## src/rtl/servo_pkg.sv

```systemverilog
// Shared constants and types for the hobby-servo PWM driver.
package servo_pkg;

    localparam int FRAME_US = 20000;
    localparam int MIN_US   = 1000;
    localparam int MAX_US   = 2000;
    localparam int POS_W    = 6;

    typedef logic [POS_W-1:0] pos_t;

    // Microseconds per position code, truncated.
    function automatic int step_us(input int min_us, input int max_us,
                                   input int pos_w);
        return (max_us - min_us) / ((1 << pos_w) - 1);
    endfunction

endpackage

```

## src/rtl/us_timebase.sv

```systemverilog
// Microsecond prescaler and frame counter; fb marks the frame boundary.
module us_timebase #(
    parameter int TPU      = 50,
    parameter int FRAME_US = 20000,
    localparam int PW      = (TPU > 1) ? $clog2(TPU) : 1,
    localparam int UW      = (FRAME_US > 1) ? $clog2(FRAME_US) : 1
) (
    input  logic          clk_i,
    input  logic          rst_i,
    output logic          us_tick_o,
    output logic [UW-1:0] us_cnt_o,
    output logic          fb_o
);

    localparam logic [PW-1:0] PSC_MAX = PW'(TPU - 1);
    localparam logic [UW-1:0] US_MAX  = UW'(FRAME_US - 1);

    logic [PW-1:0] psc_q, psc_d;
    logic [UW-1:0] us_q, us_d;

    always_comb begin
        us_tick_o = (psc_q == PSC_MAX);
        psc_d     = us_tick_o ? '0 : psc_q + PW'(1);
        us_d      = us_q;
        if (us_tick_o) begin
            us_d = (us_q == US_MAX) ? '0 : us_q + UW'(1);
        end
    end

    always_ff @(posedge clk_i) begin
        if (rst_i) begin
            psc_q <= '0;
            us_q  <= '0;
        end else begin
            psc_q <= psc_d;
            us_q  <= us_d;
        end
    end

    assign us_cnt_o = us_q;
    assign fb_o     = (psc_q == '0) && (us_q == '0);

endmodule

```

## src/rtl/servo_pwm_driver.sv

```systemverilog
// Hobby-servo PWM generator: per-frame target latch, slew limit, pulse timing.
module servo_pwm_driver
    import servo_pkg::*;
#(
    parameter int CLK_HZ    = 50000000,
    parameter int FRAME_US  = servo_pkg::FRAME_US,
    parameter int MIN_US    = servo_pkg::MIN_US,
    parameter int MAX_US    = servo_pkg::MAX_US,
    parameter int POS_W     = servo_pkg::POS_W,
    parameter int SLEW_STEP = 1
) (
    input  logic             clk_clk,
    input  logic             reset_reset,
    input  logic             enable,
    input  logic [POS_W-1:0] position,
    output logic             pwm_out,
    output logic             frame_tick,
    output logic [POS_W-1:0] cur_pos,
    output logic             at_target
);

    localparam int TPU     = CLK_HZ / 1000000;
    localparam int STEP_US = step_us(MIN_US, MAX_US, POS_W);
    localparam int POS_MAX = (1 << POS_W) - 1;
    localparam int MAXW_US = MIN_US + POS_MAX * STEP_US;
    localparam int UW      = (FRAME_US > 1) ? $clog2(FRAME_US) : 1;
    localparam int SLEW_C  = (SLEW_STEP > POS_MAX) ? POS_MAX : SLEW_STEP;
    localparam logic [POS_W-1:0] SLEW_V = POS_W'(SLEW_C);

    if ((CLK_HZ % 1000000) != 0 || TPU < 1) begin : g_bad_clk
        $error("CLK_HZ must be a nonzero multiple of 1 MHz");
    end
    if (MAXW_US >= FRAME_US || MIN_US < 1) begin : g_bad_width
        $error("full-scale pulse width must be shorter than the frame");
    end

    logic             us_tick;
    logic             fb;
    logic [UW-1:0]    us_cnt;
    logic [POS_W-1:0] cur_q, cur_d, tgt_q;
    logic [POS_W-1:0] diff, step;
    logic             up;
    logic [UW-1:0]    wid_q, wid_d;
    logic             pwm_q, pwm_d;
    logic             end_q, end_d;
    logic             ft_q;

    us_timebase #(
        .TPU      (TPU),
        .FRAME_US (FRAME_US)
    ) u_timebase (
        .clk_i     (clk_clk),
        .rst_i     (reset_reset),
        .us_tick_o (us_tick),
        .us_cnt_o  (us_cnt),
        .fb_o      (fb)
    );

    // wid holds width_us-1 so the last microsecond of the pulse is a match.
    always_comb begin
        up    = (position > cur_q);
        diff  = up ? position - cur_q : cur_q - position;
        step  = (SLEW_V == '0 || diff < SLEW_V) ? diff : SLEW_V;
        cur_d = up ? cur_q + step : cur_q - step;
        wid_d = UW'(MIN_US - 1 + int'(cur_d) * STEP_US);
        end_d = us_tick && (us_cnt == (fb ? wid_d : wid_q));
        pwm_d = fb ? enable : (pwm_q && !end_q);
    end

    always_ff @(posedge clk_clk) begin
        if (reset_reset) begin
            cur_q <= '0;
            tgt_q <= '0;
            wid_q <= '0;
            pwm_q <= 1'b0;
            end_q <= 1'b0;
            ft_q  <= 1'b0;
        end else begin
            ft_q  <= fb;
            pwm_q <= pwm_d;
            end_q <= end_d;
            if (fb) begin
                tgt_q <= position;
                cur_q <= cur_d;
                wid_q <= wid_d;
            end
        end
    end

    assign pwm_out    = pwm_q;
    assign frame_tick = ft_q;
    assign cur_pos    = cur_q;
    assign at_target  = (cur_q == tgt_q);

endmodule

```

## config.mk

```make
export PLATFORM = sky130hd
export DESIGN_NAME = servo_pwm_driver
export DESIGN_NICKNAME = d
export VERILOG_FILES = /design/src/rtl/servo_pkg.sv /design/src/rtl/us_timebase.sv /design/src/rtl/servo_pwm_driver.sv
export SDC_FILE = /design/constraint.sdc
export NUM_CORES = 1
export LEC_CHECK = 0
export CORE_UTILIZATION = 50
export CTS_CLUSTER_SIZE = 12
export DETAILED_ROUTE_END_ITERATION = 8
export PLACE_DENSITY = 0.7
export SLEW_MARGIN = 20
export SYNTH_ARGS = -nofsm -noshare
export SYNTH_HDL_FRONTEND = slang
export SYNTH_SLANG_ARGS = --single-unit
export TNS_END_PERCENT = 20
```

## constraint.sdc

```tcl
create_clock -name clk_clk -period 10.83 [get_ports clk_clk]
set_input_delay 3.249 -clock clk_clk [delete_from_list [all_inputs] [get_ports clk_clk]]
set_output_delay 3.249 -clock clk_clk [all_outputs]
set_load 0.1 [all_outputs]
```

# Word-level counts from Yosys, hierarchy flattened
# Cells that the tools add are included.
[word_totals] in_bits=9 register_bits=51 elab_cells=35
[op_classes] order_cmp=2 addsub=7 muxes=6 n_mul=1 eq_ne=4 reduce_logical=7
[ops] operator="15-bit 2-to-1 mux" count=2
[ops] operator="6-bit 2-to-1 mux" count=3
[ops] operator="6-bit subtractor" count=3
[ops] operator="15-bit by 1-bit adder with 15-bit output (second input constant)" count=1
[ops] operator="15-bit equality test" count=1
[ops] operator="15-bit equality test (second input constant)" count=1
[ops] operator="15-bit logical NOT" count=1
[ops] operator="10-bit by 10-bit adder with 11-bit output (first input constant)" count=1
[ops] operator="6-bit by 4-bit multiplier with 10-bit output (second input constant)" count=1
[ops] operator="6-bit by 1-bit adder with 6-bit output (second input constant)" count=1
[ops] operator="6-bit adder" count=1
[ops] operator="6-bit equality test" count=1
[ops] operator="6-bit equality test (second input constant)" count=1
[ops] operator="6-bit greater-than comparator" count=1
[ops] operator="6-bit logical NOT" count=1
[ops] operator="6-bit by 1-bit < comparator with 1-bit output (second input constant)" count=1
[ops] operator="1-bit logical AND" count=3
[ops] operator="2-bit OR reduction" count=1
[ops] operator="1-bit logical NOT" count=1
[ops] operator="1-bit 2-to-1 mux" count=1

# Logic depth before layout (Yosys ltp)
# Gate-level depths: netlist (run 1).
[logic_depth] ltp_word=11 ltp_mapped=34 mapped_depth_nobuf=33

# Modules after synthesis
# From an unflattened synthesis (run 1), not the netlist that was laid out.
[unflattened] cells_unflattened=489 hier_area_um2=4140.2
[modules_own_cells] mod="servo_pwm_driver" cells_per_inst=363 n_inst=1 area_each_um2=3032.9
[modules_own_cells] mod="us_timebase" cells_per_inst=126 n_inst=1 area_each_um2=1107.3

# Worst setup path after synthesis (run 1)
# No wires, ideal clock.
[synth_path] kind="input port to flip-flop" startpoint="in position[0]" endpoint="reg wid_q[10]" setup_slack_ns=1.258 t_arrival_ns=9.486 path_buffers=2 path_stages=29 setup_ns=0.086 path_cell_list="inv_1 > ha_1 > fa_1 > and2b_1 > o221ai_1 > a21oi_1 > buf_4 > mux2i_1 > xor2_1 > or2_1 > buf_6 > inv_1 > ha_1 > and2_1 > fa_1 > xnor2_1 > inv_1 > fa_1 > fa_1 > inv_1 > ha_1 > ha_1 > a21oi_1 > o21bai_1 > a2111o_1 > a31o_2 > a21oi_1 > xnor2_1 > a211oi_1"
[synth_between] elab_chain_len=9 word_cells_on_any_way=12 cone_classes="5 x add/sub; 1 x mul; 2 x order compare; 4 x mux"
[synth_rtl] item="from (decl)" line_no="servo_pwm_driver.sv:15" rtl="input logic [POS_W-1:0] position,"
[synth_rtl] item="6-bit subtractor or 6-bit greater-than comparator (tied branches)" line_no="servo_pwm_driver.sv:62, servo_pwm_driver.sv:61"
[synth_rtl] item="6-bit 2-to-1 mux" line_no="servo_pwm_driver.sv:62" rtl="diff = up ? position - cur_q : cur_q - position;"
[synth_rtl] item="6-bit by 1-bit < comparator with 1-bit output" line_no="servo_pwm_driver.sv:63" rtl="step = (SLEW_V == '0 || diff < SLEW_V) ? diff : SLEW_V;"
[synth_rtl] item="6-bit 2-to-1 mux" line_no="servo_pwm_driver.sv:63"
[synth_rtl] item="6-bit subtractor or 6-bit adder (tied branches)" line_no="servo_pwm_driver.sv:64" rtl="cur_d = up ? cur_q + step : cur_q - step;"
[synth_rtl] item="6-bit 2-to-1 mux *" line_no="servo_pwm_driver.sv:64"
[synth_rtl] item="named net cur_d[2]" line_no="servo_pwm_driver.sv:40" rtl="logic [POS_W-1:0] cur_q, cur_d, tgt_q;"
[synth_rtl] item="6-bit by 4-bit multiplier with 10-bit output *" line_no="servo_pwm_driver.sv:65" rtl="wid_d = UW'(MIN_US - 1 + int'(cur_d) * STEP_US);"
[synth_rtl] item="10-bit by 10-bit adder with 11-bit output *" line_no="servo_pwm_driver.sv:65"
[synth_rtl] item="15-bit 2-to-1 mux *"
[synth_rtl] item="to (signal assigned)" line_no="servo_pwm_driver.sv:85" rtl="wid_q <= wid_d;"
[synth_rtl] item="to (decl)" line_no="servo_pwm_driver.sv:43" rtl="logic [UW-1:0] wid_q, wid_d;"
# Mark *: on every way through the listed nets, which the timed path passes. The rest lies on a longest branch.
# A chain may end at the register's enable or synchronous reset.

# Final worst setup path (run 1)
[layout_path] startpoint="in position[0]" endpoint="reg wid_q[10]"
[layout_between] elab_chain_len=9 word_cells_on_any_way=12 cone_classes="5 x add/sub; 1 x mul; 2 x order compare; 4 x mux"
[layout_rtl] item="6-bit subtractor or 6-bit greater-than comparator (tied branches)" line_no="servo_pwm_driver.sv:62, servo_pwm_driver.sv:61"
[layout_rtl] item="6-bit 2-to-1 mux" line_no="servo_pwm_driver.sv:62"
[layout_rtl] item="6-bit by 1-bit < comparator with 1-bit output" line_no="servo_pwm_driver.sv:63"
[layout_rtl] item="6-bit 2-to-1 mux" line_no="servo_pwm_driver.sv:63"
[layout_rtl] item="6-bit subtractor or 6-bit adder (tied branches)" line_no="servo_pwm_driver.sv:64"
[layout_rtl] item="6-bit 2-to-1 mux *" line_no="servo_pwm_driver.sv:64"
[layout_rtl] item="6-bit by 4-bit multiplier with 10-bit output *" line_no="servo_pwm_driver.sv:65"
[layout_rtl] item="10-bit by 10-bit adder with 11-bit output *" line_no="servo_pwm_driver.sv:65"
[layout_rtl] item="15-bit 2-to-1 mux *"
# Every way passes the cells marked *; elsewhere a longest branch is shown, timed or not.

==> results of run 1 <==
layout make-up:
type                            instances  area, um^2
Fill cell                             729        3160
Sequential cell                        51        1020
Timing Repair Buffer                   23         215
Multi-Input combinational cell        346        2490
Clock inverter                          3        28.8
Inverter                               49         184
Tap cell                               99         124
Clock buffer                            5        68.8
kinds of logic (layout without fill, tap and decap cells):
group	after synthesis	after routing	share of synthesized area [%]
AND/OR/NAND/NOR	163	163	20.8
AO/OA/AOI/OAI	76	76	12.5
buffers and inverters	69	80	7.62
adder cells (fa/ha/maj)	53	53	19.7
flip-flops	51	51	26.9
XOR/XNOR	49	49	11.3
multiplexers	4	4	1.06
other	1	1	0.0989
synthesized netlist by cell type, drive strengths merged (5+ instances only):
| cell type | number |
|---|---|
| xor2 | 22 |
| nand2b | 6 |
| ha | 42 |
| or3 | 9 |
| nand2 | 46 |
| nand3 | 6 |
| inv | 49 |
| nand4 | 11 |
| clkbuf | 10 |
| xnor2 | 27 |
| a21oi | 34 |
| nor3 | 7 |
| dfxtp | 51 |
| nor4 | 5 |
| fa | 11 |
| a31oi | 5 |
| buf | 10 |
| o21ai | 12 |
| nor2 | 47 |
| a21o | 5 |
worst max-delay path: cells and delay by family:
family                     cells  cell delay, ns
buffers and inverters          6            0.83
adders and majority gates      7            2.24
muxes                          1            0.25
and+or+nand+nor                5            1.14
AOI/OAI and AO/OA             10            2.14
xor gates and xnor gates       2            0.30
sequential cells by signal (all words and copies together), names as in the netlist:
name,count
u_timebase.psc_q,6
frame_tick,1
u_timebase.us_cnt_o,15
pwm_out,1
wid_q,15
tgt_q,6
end_q,1
cur_pos,6
path summary, 6_finish.rpt:
check	start	endpoint	slack, ns	cells after the start
setup / recovery	position[0]	wid_q[10]	0.91	31
hold reg to reg	tgt_q[0]	tgt_q[0]	0.47	2
setup reg to reg	cur_pos[2]	wid_q[10]	3.96	29
hold / removal	tgt_q[0]	tgt_q[0]	0.47	2
per-stage QoR:
stage / utilization, % / setup WS [ns] / std cells
after floorplan: - / 1.26 / 466
after global placement: 55.3 / 0.821 / 568
after detailed placement: 55.3 / 0.577 / 568
after CTS: 56.6 / 0.907 / 576
after global routing: 56.6 / 0.327 / 576
final: 56.6 / 0.907 / 576
per-layer routing:
metal | vias to the layer above | wire (um) | track usage (%)
met1 | 1462 | 3800 | 30.1
met3 | 9 | 362 | 2.86
met5 | - | 0 | 0
li1 | 1574 | - | -
met2 | 62 | 3480 | 34.3
met4 | 0 | 105 | 6.64
==> results.py, run 1 <==
metrics = {
    "outcome": {
        "status": "complete, no violations",
    },
    "critical_path": {
        "cp-end-kind": "flop",
        "crit_slowest_cell": "fa_1",
        "start_kind": "input pin",
        "cp_max_fo": 7,
        "cpPeakStageDelay_ns": 0.51,
        "crit_required_ns": 11.07,
        "path_class": "in -> reg",
        "crit_arrival_ns": 10.17,
    },
    "global_route": {
        "grt_pass1_vias": 2826,
        "antenna_found_initial": 0,
        "grt-ovfl-total": 0,
        "grt_first_pass_wirelength_um": 13000,
        "grt_max_degree": 39,
        "grt_usage_pct": 21.4,
    },
    "synth": {
        "synth_ff_type": "dfxtp_1",
        "yosysTopAreaCell": "dfxtp_1",
        "synthDominantCellAreaShare_pct": 26.9,
        "yosys_warnings": 0,
        "syn-cell-area_mm2": 0.00379,
        "synth_cells": 466,
        "async_flop_share_pct": 0,
        "ys_top_cells_by_area": "dfxtp_1 (27%), ha_1 (14%), xnor2_1 (6.2%)",
        "synth_cell_types": 50,
        "avgSynthCellArea_um2": 8.14,
        "synth_edf_count": 0,
        "ys_seq_area_share_pct": 26.9,
        "syn_nets": 528,
        "ys_ff_latch": 51,
    },
    "sta": {
        "whs_ns": 0.468,
        "finClkSkew_ns": 0.0111,
        "relSlewSlack_pct": 35.3,
        "min_period_over_period_pct": 91.6,
        "setup_viol": 0,
        "fmax_mhz": 101,
        "hold_violations": 0,
        "fin_crit_ns": 9.92,
        "drv_slew": 0,
        "fin_tns_setup_ns": 0,
        "worstMarginPinSlew_ns": 0.967,
        "grt_setup_unrepaired": "no",
    },
    "clock_tree": {
        "clockRootBuffer": "clkbuf_8",
        "clock_latency_ns": 0.32,
        "clkTransAtPathRegs_ns": 0.11,
        "cts_setup_buffers": 0,
        "cts_resized": 0,
        "h-tree-depth": 2,
        "tritoncts": "built",
        "cts_buffers": 5,
        "clock-sinks": 51,
        "cts_hold_buffers": 0,
        "clockBufferDepth": 2,
    },
    "floorplan": {
        "core_area_mm2": 0.00729,
        "rows": 31,
        "dieArea_mm2": 0.00793,
        "die_h_um": 89.1,
        "initial_core_util_pct": 52.0,
        "die_w_um": 89.1,
        "num_io_pins": 18,
    },
    "place": {
        "port_buffers": 17,
        "dp_hpwl_um": 5960,
        "post_dp_cell_area_mm2": 0.00403,
        "gp_congestion": 0.978,
    },
    "cells_and_area": {
        "drive_gt1_share_pct": 4.19,
        "insertedDiodeCount": 0,
        "syn_to_final_growth_pct": 8.88,
        "final_cell_mix": "dfxtp_1 (51), inv_1 (49), nor2_1 (47)",
        "mostFrequentLayoutCell": "dfxtp_1",
        "final_nets": 538,
        "fin_area_mm2": 0.00413,
    },
    "routing": {
        "routed_wl_um": 7750,
        "ant_nets": 0,
        "firstDrtPassIters": 4,
        "drc": 0,
        "wl_per_cell_um": 13.5,
        "vias_per_cell": 5.39,
        "num_vias": 3107,
        "drtIter0Drc": 231,
    },
    "run": {
        "drv_cap": 0,
    },
    "min_path": {
        "hold_path_class": "reg -> reg",
    },
}
Power of run 1 is left out: the tool's default activity adds up to more than one toggle a clock period on the data nets, which glitch-free logic cannot reach.
==> run 2, diff against run 1 <==
- CAP_MARGIN: not set -> 20
- CORE_MARGIN: not set -> 5
==> run 2 against run 1 <==
  * Maximum frequency shrank 0.48%
  * Final area is 0.39% higher
  * Global-route usage shrank 4.7 points
  * Register-to-register slack hardly changed
  * Highest routed layer unchanged
  * Clock-buffer cell count increased by 1
  * Critical path depth is 1 lower
  * Cell count shrank 0.17%
  * Worst setup slack got worse by 0.048 ns
  * Utilization decreased by 0.078 points
==> results.py, run 2 (synthesized netlist as in run 1, its figures left out) <==
metrics = {
    "global_route": {
        "grt_pass1_vias": 2859,
        "grt_usage_pct": 16.7,
        "grt_max_degree": 39,
        "antenna_found_initial": 0,
        "grt-ovfl-total": 0,
        "grt_first_pass_wirelength_um": 13400,
    },
    "sta": {
        "fin_crit_ns": 9.97,
        "min_period_over_period_pct": 92.1,
        "worstMarginPinSlew_ns": 0.968,
        "fin_tns_setup_ns": 0,
        "finClkSkew_ns": 0.0111,
        "relSlewSlack_pct": 35.3,
        "grt_setup_unrepaired": "no",
        "fmax_mhz": 100,
        "drv_slew": 0,
        "setup_viol": 0,
        "hold_violations": 0,
    },
    "cells_and_area": {
        "syn_to_final_growth_pct": 9.31,
        "insertedDiodeCount": 0,
        "drive_gt1_share_pct": 3.99,
        "final_util_pct": 56.5,
        "mostFrequentLayoutCell": "dfxtp_1",
        "final-seq-area_mm2": 0.00102,
        "fillCellCount": 680,
        "final_nets": 537,
        "final_cell_mix": "dfxtp_1 (51), inv_1 (49), nor2_1 (47)",
        "multi_input_area_mm2": 0.00249,
    },
    "floorplan": {
        "die_h_um": 97.1,
        "die_w_um": 97.1,
        "core_area_mm2": 0.00733,
        "initial_core_util_pct": 51.7,
        "rows": 31,
        "dieArea_mm2": 0.00942,
        "num_io_pins": 18,
    },
    "place": {
        "dp_hpwl_um": 5970,
        "gp_congestion": 0.874,
        "port_buffers": 17,
    },
    "clock_tree": {
        "clkTransAtPathRegs_ns": 0.10,
        "cts_hold_buffers": 0,
        "cts_resized": 0,
        "clock_latency_ns": 0.31,
        "h-tree-depth": 2,
        "tritoncts": "built",
        "cts_buffers": 5,
        "clock-sinks": 51,
        "clockRootBuffer": "clkbuf_8",
        "cts_setup_buffers": 0,
        "clockBufferDepth": 2,
    },
    "critical_path": {
        "cp_max_fo": 5,
        "crit_required_ns": 11.06,
        "cp-end-kind": "flop",
        "crit_slowest_cell": "xnor2_1",
        "cpMostUsedCell": "ha_1",
        "cpPeakStageDelay_ns": 0.57,
        "start_kind": "input pin",
        "path_class": "in -> reg",
        "crit_arrival_ns": 10.21,
    },
    "routing": {
        "routed_wl_um": 7780,
        "ant_nets": 0,
        "wl_per_cell_um": 13.5,
        "firstDrtPassIters": 4,
        "drtIter0Drc": 130,
        "drc": 0,
        "num_vias": 3048,
        "vias_per_cell": 5.30,
    },
    "outcome": {
        "status": "complete, no violations",
    },
    "run": {
        "drv_cap": 0,
    },
    "min_path": {
        "hold_path_class": "reg -> reg",
    },
}
==> run 2: cell count changes in the layout (fill, tap and decap cells not counted), sizes merged <==
cell	before	now
bufinv	0	1
clkbuf	5	6
buf	6	5
clkinv	2	0
==> run 2: cell type report <==
| class | instances | area share (%) |
|---|---|---|
| Inverter | 49 | 4.44 |
| Clock buffer | 6 | 1.99 |
| Multi-Input combinational cell | 346 | 60.0 |
| Sequential cell | 51 | 24.6 |
| Timing Repair Buffer | 22 | 5.01 |
| Tap cell | 99 | 2.99 |
| Clock inverter | 2 | 0.936 |
==> run 2: path summary, 6_finish.rpt <==
path	endpoint	slack [ns]	cells after the start	start
max	wid_q[10]	0.86	30	position[0]
max reg2reg	wid_q[10]	3.95	30	cur_pos[0]
min	tgt_q[0]	0.47	2	tgt_q[0]
min reg2reg	tgt_q[0]	0.47	2	tgt_q[0]
==> run 2: stage by stage <==
stage	cell area, um^2	hold WS, ns	std cells	setup slack, ns
after global routing	4140	0.491	575	0.188
after global placement	4020	0.451	567	0.674
after CTS	4140	0.469	575	0.844
final	4140	0.468	575	0.859
after detailed placement	4020	0.458	567	0.550
after floorplan	3790	0.438	466	1.26
==> run 2: critical path: cells and delay by family <==
kind            cells  cell delay, ns
simple gates        5            0.85
compound gates      9            1.89
fa+ha+maj           7            2.24
mux                 1            0.25
buf+inv             4            0.67
xor+xnor            4            1.04
==> run 2: per-layer routing <==
metal | global-route usage [%] | part of all wire [%]
met1 | 24.4 | 52
met2 | 26.0 | 43
met3 | 2.30 | 4.1
met4 | 3.78 | 1.3
met5 | 0 | 0
Power of run 2 is left out for the same reason.
==> run 3, diff against run 2 <==
- CORE_UTILIZATION: 50 -> 28
- PLACE_DENSITY: 0.7 -> 0.45
==> run 3 against run 2 <==
  * Sequential share of layout area down 0.92 points
  * Worst setup slack worse by 0.057 ns
  * Global-route usage decreased by 5.4 points
  * Via count increased by 1.0%
  * Die area is 69% higher
  * Maximum frequency decreased by 0.57%
  * Routed wire length rose by 9.8%
  * Critical endpoint unchanged
  * Largest cell class unchanged
  * Highest routed layer unchanged
==> results.py, run 3 (synthesized netlist as in run 1, its figures left out) <==
metrics = {
    "global_route": {
        "grt_first_pass_wirelength_um": 15000,
        "antenna_found_initial": 0,
        "grt-ovfl-total": 0,
        "grt_pass1_vias": 3104,
        "grt_usage_pct": 11.3,
        "grt_max_degree": 39,
    },
    "clock_tree": {
        "clockRootBuffer": "clkbuf_16",
        "cts_buffers": 5,
        "clkTransAtPathRegs_ns": 0.07,
        "clock_latency_ns": 0.30,
        "tritoncts": "built",
        "clockBufferDepth": 2,
        "cts_setup_buffers": 0,
        "clock-sinks": 51,
        "h-tree-depth": 2,
    },
    "outcome": {
        "status": "complete, no violations",
    },
    "critical_path": {
        "crit_required_ns": 11.05,
        "r2r_slack_ns": 3.88,
        "reg2reg_from": "cur_pos[2]",
        "ff2ff_path_depth": 27,
        "r2r_end": "wid_q[10]",
        "crit_start": "position[0]",
        "start_kind": "input pin",
        "cpPeakStageDelay_ns": 0.52,
        "crit_arrival_ns": 10.24,
        "crit_slowest_cell": "fa_1",
        "cp_max_fo": 7,
        "cp-end-kind": "flop",
        "path_class": "in -> reg",
    },
    "place": {
        "gp_congestion": 0.800,
        "post_dp_cell_area_mm2": 0.00413,
        "port_buffers": 17,
        "dp_hpwl_um": 6480,
    },
    "sta": {
        "fin_crit_ns": 10.03,
        "min_period_over_period_pct": 92.6,
        "worstMarginPinSlew_ns": 0.979,
        "relSlewSlack_pct": 34.5,
        "hold_violations": 0,
        "grt_setup_unrepaired": "no",
        "fmax_mhz": 99.7,
        "fin_tns_setup_ns": 0,
        "setup_viol": 0,
        "drv_slew": 0,
        "finClkSkew_ns": 0.00612,
    },
    "routing": {
        "wl_per_cell_um": 13.1,
        "routed_wl_um": 8540,
        "ant_nets": 0,
        "vias_per_cell": 4.72,
        "num_vias": 3079,
        "drtIter0Drc": 132,
        "drc": 0,
        "firstDrtPassIters": 5,
    },
    "cells_and_area": {
        "syn_to_final_growth_pct": 13.6,
        "fillCellCount": 1410,
        "mostFrequentLayoutCell": "dfxtp_1",
        "final_nets": 538,
        "final_cell_mix": "dfxtp_1 (51), inv_1 (49), nor2_1 (47)",
        "drive_gt1_share_pct": 4.40,
        "fin_area_mm2": 0.00431,
        "insertedDiodeCount": 0,
    },
    "min_path": {
        "worstHoldPathCells": 2,
        "worstHoldEndpoint": "tgt_q[5]",
        "hold_path_class": "reg -> reg",
        "min-delay-start": "tgt_q[5]",
    },
    "floorplan": {
        "die_h_um": 126,
        "dieArea_mm2": 0.0160,
        "num_io_pins": 18,
        "core_area_mm2": 0.0132,
        "initial_core_util_pct": 28.6,
        "die_w_um": 126,
        "rows": 42,
    },
    "run": {
        "drv_cap": 0,
    },
}
## run 3: cell count changes in the layout (fill, tap and decap cells not counted), sizes merged
| cell | before | now |
|---|---|---|
| clkinvlp | 0 | 1 |
| clkbuf | 6 | 5 |
| buf | 5 | 6 |
## run 3: repair_timing
item	CTS	global route
hold buffers	0	0
endpoints found under the setup margin	0	1
endpoints found under the hold margin	0	0
gates resized for setup	0	1
## run 3: final cells by class
class	instances	area, um^2	share of cell area [%]
Clock buffer	5	125	2.91
Clock inverter	3	46.3	1.08
Inverter	49	184	4.27
Timing Repair Buffer	23	215	5.00
Multi-Input combinational cell	346	2490	57.9
Tap cell	176	220	5.11
Sequential cell	51	1020	23.7
## run 3: how the worst max path moves through the flow
stage | endpoint | slack [ns] | cells after the start
3_5_place_dp | wid_q[10] | 0.45 | 30
2_1_floorplan | wid_q[10] | 1.26 | 29
3_3_place_gp | wid_q[10] | 0.59 | 31
5_1_grt | end_q | 0.11 | 31
4_1_cts | wid_q[10] | 0.70 | 30
6_report | wid_q[10] | 0.80 | 31
## run 3: worst max-delay path, delay by kind of cell
family	cells	cell delay, ns
xor gates and xnor gates	2	0.31
adders and majority gates	7	2.27
and+or+nand+nor	5	1.17
muxes	1	0.26
buffers and inverters	6	0.85
AOI/OAI and AO/OA	10	2.13
## run 3: stage by stage
step | setup slack [ns] | hold WS, ns | cells | util [%]
2_1_floorplan | 1.26 | 0.438 | 466 | -
3_3_place_gp | 0.593 | 0.452 | 645 | 31.2
3_5_place_dp | 0.448 | 0.458 | 645 | 31.2
4_1_cts | 0.701 | 0.467 | 653 | 32.5
5_1_grt | 0.114 | 0.483 | 653 | 32.5
6_report | 0.802 | 0.467 | 653 | 32.5
## run 3: routing by layer
metal | part of all wire [%] | vias to the layer above | global-route usage (%)
met5 | 0 | - | 0
met4 | 1.5 | 0 | 3.15
met3 | 2.9 | 9 | 1.51
met2 | 44 | 48 | 19.0
met1 | 51 | 1448 | 15.2
li1 | - | 1574 | -
Power of run 3 is left out for the same reason.
